--- src/rtl/risc_controller.sv ---
// Instruction register, decoder and multi-cycle control FSM for the simple RISC datapath.
// Optional macro RISC_CTRL_ILLEGAL_TRAP_EN: undecoded instructions halt and raise `illegal`.
//
// state     | meaning
// RST       | force PC to zero
// IF1/IF2   | fetch instruction from PC (IR loads at end of IF2)
// UPDATE_PC | advance PC
// DECODE    | pick execution path from {opcode,op}
// MOV_IMM   | Rn <= sximm8
// GET_A/B   | load A (Rn) / B (Rm) operand registers
// CALC      | ALU operation into C (status for CMP)
// WRITE_REG | Rd <= C
// ADDR_CALC | C <= Rn + sximm5
// LOAD_ADDR | data-address register <= C
// MEM_RD1/2 | read memory, Rd <= mdata
// STR_GETB  | B <= Rd
// STR_CALC  | C <= B
// MEM_WR    | write C to memory
// HALT      | stopped until reset
module risc_controller #(
  parameter logic [1:0] MEM_NONE  = 2'b00,
  parameter logic [1:0] MEM_READ  = 2'b01,
  parameter logic [1:0] MEM_WRITE = 2'b10
) (
  input  logic        clk,
  input  logic        reset,
  input  logic [15:0] read_data,
  output logic [2:0]  readnum,
  output logic [2:0]  writenum,
  output logic        write,
  output logic [3:0]  vsel,
  output logic        loada,
  output logic        loadb,
  output logic [1:0]  shift,
  output logic        asel,
  output logic        bsel,
  output logic [1:0]  ALUop,
  output logic        loadc,
  output logic        loads,
  output logic [15:0] sximm5,
  output logic [15:0] sximm8,
  output logic        load_pc,
  output logic        reset_pc,
  output logic        addr_sel,
  output logic        load_addr,
  output logic [1:0]  mem_cmd,
`ifdef RISC_CTRL_ILLEGAL_TRAP_EN
  output logic        illegal,
`endif
  output logic        halted
);

  typedef enum logic [4:0] {
    RST, IF1, IF2, UPDATE_PC, DECODE, MOV_IMM, GET_A, GET_B, CALC, WRITE_REG,
    ADDR_CALC, LOAD_ADDR, MEM_RD1, MEM_RD2, STR_GETB, STR_CALC, MEM_WR, HALT
  } state_t;

  state_t      state, nxt;
  logic [15:0] ir;
  logic        load_ir;
  logic [4:0]  opx;

  logic [2:0] readnum_d, writenum_d;
  logic [3:0] vsel_d;
  logic [1:0] shift_d, alu_d, mem_cmd_d;
  logic write_d, loada_d, loadb_d, asel_d, bsel_d, loadc_d, loads_d;
  logic load_pc_d, reset_pc_d, addr_sel_d, load_addr_d, halted_d, load_ir_d;

  assign opx    = ir[15:11];
  assign sximm5 = {{11{ir[4]}}, ir[4:0]};
  assign sximm8 = {{8{ir[7]}}, ir[7:0]};

  always_comb begin
    nxt = state;
    if (reset) nxt = RST;
    else begin
      case (state)
        RST:       nxt = IF1;
        IF1:       nxt = IF2;
        IF2:       nxt = UPDATE_PC;
        UPDATE_PC: nxt = DECODE;
        DECODE: begin
          casez (opx)
            5'b11010:                   nxt = MOV_IMM;
            5'b11000, 5'b10111:         nxt = GET_B;
            5'b10100, 5'b10101, 5'b10110,
            5'b01100, 5'b10000:         nxt = GET_A;
            5'b111??:                   nxt = HALT;
`ifdef RISC_CTRL_ILLEGAL_TRAP_EN
            default:                    nxt = HALT;
`else
            default:                    nxt = IF1;
`endif
          endcase
        end
        MOV_IMM:   nxt = IF1;
        GET_A:     nxt = (opx == 5'b01100 || opx == 5'b10000) ? ADDR_CALC : GET_B;
        GET_B:     nxt = CALC;
        CALC:      nxt = (opx == 5'b10101) ? IF1 : WRITE_REG;
        WRITE_REG: nxt = IF1;
        ADDR_CALC: nxt = LOAD_ADDR;
        LOAD_ADDR: nxt = (ir[15:13] == 3'b011) ? MEM_RD1 : STR_GETB;
        MEM_RD1:   nxt = MEM_RD2;
        MEM_RD2:   nxt = IF1;
        STR_GETB:  nxt = STR_CALC;
        STR_CALC:  nxt = MEM_WR;
        MEM_WR:    nxt = IF1;
        HALT:      nxt = HALT;
        default:   nxt = RST;
      endcase
    end
  end

  // Outputs are decoded from the next state so they are registered alongside it.
  always_comb begin
    readnum_d = 3'd0;  writenum_d = 3'd0; vsel_d = 4'b0000; shift_d = 2'b00;
    alu_d = 2'b00;     mem_cmd_d = MEM_NONE;
    write_d = 1'b0;    loada_d = 1'b0;   loadb_d = 1'b0;   asel_d = 1'b0;
    bsel_d = 1'b0;     loadc_d = 1'b0;   loads_d = 1'b0;   load_pc_d = 1'b0;
    reset_pc_d = 1'b0; addr_sel_d = 1'b0; load_addr_d = 1'b0; halted_d = 1'b0;
    load_ir_d = 1'b0;
    case (nxt)
      RST:       begin reset_pc_d = 1'b1; load_pc_d = 1'b1; end
      IF1:       begin addr_sel_d = 1'b1; mem_cmd_d = MEM_READ; end
      IF2:       begin addr_sel_d = 1'b1; mem_cmd_d = MEM_READ; load_ir_d = 1'b1; end
      UPDATE_PC: load_pc_d = 1'b1;
      MOV_IMM:   begin vsel_d = 4'b0100; writenum_d = ir[10:8]; write_d = 1'b1; end
      GET_A:     begin readnum_d = ir[10:8]; loada_d = 1'b1; end
      GET_B:     begin readnum_d = ir[2:0]; loadb_d = 1'b1; end
      CALC: begin
        shift_d = ir[4:3];
        loadc_d = 1'b1;
        alu_d   = (ir[15:13] == 3'b101) ? ir[12:11] : 2'b00;
        asel_d  = (opx == 5'b11000) || (opx == 5'b10111);
        loads_d = (opx == 5'b10101);
      end
      WRITE_REG: begin vsel_d = 4'b0001; writenum_d = ir[7:5]; write_d = 1'b1; end
      ADDR_CALC: begin bsel_d = 1'b1; loadc_d = 1'b1; end
      LOAD_ADDR: load_addr_d = 1'b1;
      MEM_RD1:   mem_cmd_d = MEM_READ;
      MEM_RD2:   begin
        mem_cmd_d = MEM_READ; vsel_d = 4'b1000; writenum_d = ir[7:5]; write_d = 1'b1;
      end
      STR_GETB:  begin readnum_d = ir[7:5]; loadb_d = 1'b1; end
      STR_CALC:  begin asel_d = 1'b1; loadc_d = 1'b1; end
      MEM_WR:    mem_cmd_d = MEM_WRITE;
      HALT:      halted_d = 1'b1;
      default:   ;
    endcase
  end

  always_ff @(posedge clk) begin
    if (reset) begin
      state <= RST;
      ir    <= 16'h0000;
`ifdef RISC_CTRL_ILLEGAL_TRAP_EN
      illegal <= 1'b0;
`endif
    end else begin
      state <= nxt;
      if (load_ir) ir <= read_data;
`ifdef RISC_CTRL_ILLEGAL_TRAP_EN
      if (state == DECODE && nxt == HALT && ir[15:13] != 3'b111) illegal <= 1'b1;
`endif
    end
    readnum   <= readnum_d;   writenum <= writenum_d; write   <= write_d;
    vsel      <= vsel_d;      loada    <= loada_d;    loadb   <= loadb_d;
    shift     <= shift_d;     asel     <= asel_d;     bsel    <= bsel_d;
    ALUop     <= alu_d;       loadc    <= loadc_d;    loads   <= loads_d;
    load_pc   <= load_pc_d;   reset_pc <= reset_pc_d; addr_sel <= addr_sel_d;
    load_addr <= load_addr_d; mem_cmd  <= mem_cmd_d;  halted  <= halted_d;
    load_ir   <= load_ir_d;
  end

endmodule

--- config.mk ---
export PLATFORM = sky130hd
export DESIGN_NAME = risc_controller
export DESIGN_NICKNAME = d
export VERILOG_FILES = /design/src/rtl/risc_controller.sv
export SDC_FILE = /design/constraint.sdc
export NUM_CORES = 1
export LEC_CHECK = 0
export CAP_MARGIN = 20
export CORE_MARGIN = 10
export CORE_UTILIZATION = 41
export CTS_CLUSTER_SIZE = 24
export DETAILED_ROUTE_END_ITERATION = 6
export HOLD_SLACK_MARGIN = 0.05
export PLACE_DENSITY = 0.82
export SKIP_LAST_GASP = 1
export SYNTH_ARGS = -nofsm -noshare
export SYNTH_HDL_FRONTEND = slang
export SYNTH_SLANG_ARGS = --single-unit
--- constraint.sdc ---
create_clock -name clk -period 1.9 [get_ports clk]
set_input_delay 0.285 -clock clk [delete_from_list [all_inputs] [get_ports clk]]
set_output_delay 0.285 -clock clk [all_outputs]
set_load 0.01 [all_outputs]
==> impl_results.md <==
- Deepest clock path buffer count: 2
- CTS buffer count: 5
- Clock root buffer: clkbuf_8
- Post-DP HPWL: 4750 um
- I/O pins: 78
- Most area-hungry cell type in the Yosys netlist: dfxtp_1
- Async S/R FF share, synth: 0%
- Post-synth net total: 272
- HP Start: ir[3]
- Multiplexer share of the synthesized area: 9.23%
- Final nets: 351
- Crit-path leading delay family: simple AND/OR/NAND/NOR gates
- Core Util, Final: 60.6%
- Count of final max-slew check failures: 0
- Diode count: 0
- Seq/Total Area, Yosys: 42.1%
- RD Place Congestion: 0.852
- Synth top area cells: dfxtp_1, buf_4, mux2i_1
- DRC: 0
- Post-route setup slack: 0.0573 ns
- IO Port Bufs: 76
- Critical path required time: 2.12 ns
- H-tree depth: 2
- FILL cells: 468
- Final number of setup-violating endpoints: 0
- Post-CTS Hold Fix Bufs: 0
- Leakage: 0.00124 uW
- Die Ht: 95.4 um
- WL/cell: 15.1 um
- DIE WIDTH: 95.4 um
- Initial antenna violation count: 0
- Max VDD drop: 369 uV
- Vias in the first global route: 1,887
- Via count: 1,975
- Critical path's largest stage delay: 0.54 ns
- Adder-Cell Fraction of Synth Area: 0%
- Post-Synth Simple-Gate Area: 22.9%
- RSZ-0062 raised after global routing: true
- XOR/XNOR share of the synthesized area: 0.376%
- Avg Cell Area, Syn: 9.18 um^2
- Post-synthesis cell count: 254
- Final ANT Viol Nets: 0
- Clock Latency Late Sink: 0.30 ns
- Synthesized flop and latch total: 49
- Worst r2r path cells: 5
- FF-to-FF setup slack: 0.06 ns
- Worst-path clk slew: 0.09 ns
- Crit Path Class: flip-flop to flip-flop
- Period utilisation layout: 97.0%
- Iteration-0 DRC Markers: 103
- Post-synth top area share: 42.1%
- Cells after DPL: 393
- WHS: 0.476 ns
- Post-Syn Area: 2330 um^2
- Critical Path, Cell by Cell: or3_1, a21oi_2, inv_1, or4b_1, o31ai_1
- Hold Path End: shift[0]
- Starting density of the core: 42.3%
- Largest net degree at the start of global routing: 17
- Worst slack at placement: -0.0853 ns
- Yosys cell types: 53
- Status: finished, final reports clean
- CTS tree: yes
- RR Endpoint: mem_cmd[0]
- Final instance area: 3340 um^2
- DRT Pass-1 Iters: 4
- Largest family of logic cells by synthesized area: simple AND/OR/NAND/NOR gates
- R2R Path Start: state[2]
- Number of synthesized flops with an enable pin: 0
- Max Clock Freq: 543 MHz
- Hold Path Class: flip-flop to flip-flop
- Global-route wire length before repair: 9390 um
- Slowest cell on crit path: or4b_1
- Synth-to-Final Area Change: 43.2%
- Synth Area in Compound Gates: 9.98%
- CP max FO: 12
- Vias/cell: 4.86
- Startpoint types: flip-flop
- Top FF cell, synth: dfxtp_1
- CORE AREA: 5510 um^2
- Critical path arrival: 2.07 ns
- Clock Skews: 0.00517 ns
- Clk sink count: 49
- CP endpoint kind: flip-flop
- Power density over cell area: 661 nW/um^2
- Final Hold Fails: 0
- Rows: 27
- Min Tclk post-route: 1.84 ns
- Syn. warnings: 0
- Grt ovf: 0
- Post-Layout Cell Count: 406
- Drt total wl: 6120 um
- Placed cell area: 3150 um^2
- WHS Path Cells: 2
- GRT Total Usage: 13.0%
- Buf/Inv on CP: 1
- Share of cells above drive strength 1: 25.7%
- Crit path launch: state[2]
- Die area: 9100 um^2
- Max-capacitance violation count: 0
[stage by stage]
step           total power (uW)  TNS [ns]
6_report                   2210         0
3_5_place_dp               1610    -0.624
4_1_cts                    2210  -0.00882
2_1_floorplan              1390         0
3_3_place_gp               1600    -0.488
5_1_grt                    2300  -0.00426
[placed cells by master (no fill, tap or decap), types with 6 or more instances in the layout]
| cell | synthesis | final |
|---|---|---|
| nand2_1 | 13 | 13 |
| dfxtp_1 | 49 | 40 |
| buf_4 | 35 | 44 |
| nor3_1 | 9 | 8 |
| mux2i_1 | 17 | 17 |
| nor2_1 | 34 | 33 |
| a21oi_1 | 7 | 6 |
| clkdlybuf4s50_1 | 0 | 76 |
| inv_1 | 6 | 6 |
| nand3_1 | 6 | 6 |
[layout make-up]
cell class                 count  area (um^2)  area share (%)
timing repair buffer         120         1090            32.7
multi-input combinational    150         1040            31.1
sequential                    49         1000            30.1
tap                           72         90.1            2.70
clock buffer                   6         72.6            2.17
inverter                       7         27.5           0.825
clock inverter                 2         13.8           0.412
[worst max-delay path by stage]
stage | endpoint | slack [ns] | cells past startpoint
after global placement | loadc | -0.06 | 6
after global routing | loadc | -0.004 | 6
final | mem_cmd[0] | 0.06 | 5
after CTS | loadc | -0.009 | 6
after detailed placement | loadc | -0.09 | 6
after floorplan | readnum[0] | 0.09 | 8
[synth_stat cells (all sizes together) (2+ instances only)]
| cell | n |
|---|---|
| dfxtp | 49 |
| buf | 43 |
| nor2 | 35 |
| mux2i | 17 |
| nand2 | 13 |
| nor3 | 10 |
| a21oi | 9 |
| inv | 6 |
| nand3 | 6 |
| o21ai | 6 |
| clkbuf | 5 |
| nor2b | 5 |
| mux2 | 4 |
| nand3b | 4 |
| a22oi | 3 |
| nand2b | 3 |
| nand4 | 3 |
| nand4b | 3 |
| nor3b | 3 |
| a211oi | 2 |
| nor4 | 2 |
| o31ai | 2 |
| or3 | 2 |
[flip-flops by register name, summed over array words and instances (netlist names), 2 cells and up]
name      cells
ir           16
writenum      3
vsel          3
state         5
readnum       3
ALUop         2
shift         2
mem_cmd       2
[per-layer routing]
metal  vias to the layer above  GRT usage [%]  routed length (um)
met2                        54           22.0                3070
met5                         -              0                   0
met3                        10           3.22                 376
met1                       920           15.3                2560
li1                        991              -                   -
met4                         0           5.77                 108
[worst reg2reg max path: stages, from the launching register on]
cell and delay, ns:
dfxtp_4 0.40, or3_1 0.37, a21oi_2 0.29, inv_1 0.09
or4b_1 0.54, o31ai_1 0.08
[cells by family after synthesis]
family | Yosys count
xor+xnor | 1
flops | 49
other cells | 1
buf+inv | 55
simple gates | 95
mux | 21
compound gates | 32
[timing repair]
item                                    CTS  global route
buffers inserted                          1             4
endpoints found under the setup margin   21            28
gates resized for setup                  10            17
pin swaps                                 1             5
[where the power goes]
| group | internal (uW) | total, uW | switching [uW] | leakage [uW] |
|---|---|---|---|---|
| clock network | 263 | 602 | 340 | 0.0000456 |
| logic | 273 | 500 | 227 | 0.000792 |
| registers | 1060 | 1100 | 42.2 | 0.000402 |
| total | 1600 | 2210 | 609 | 0.00124 |
(Power assumes the default switching activity.)
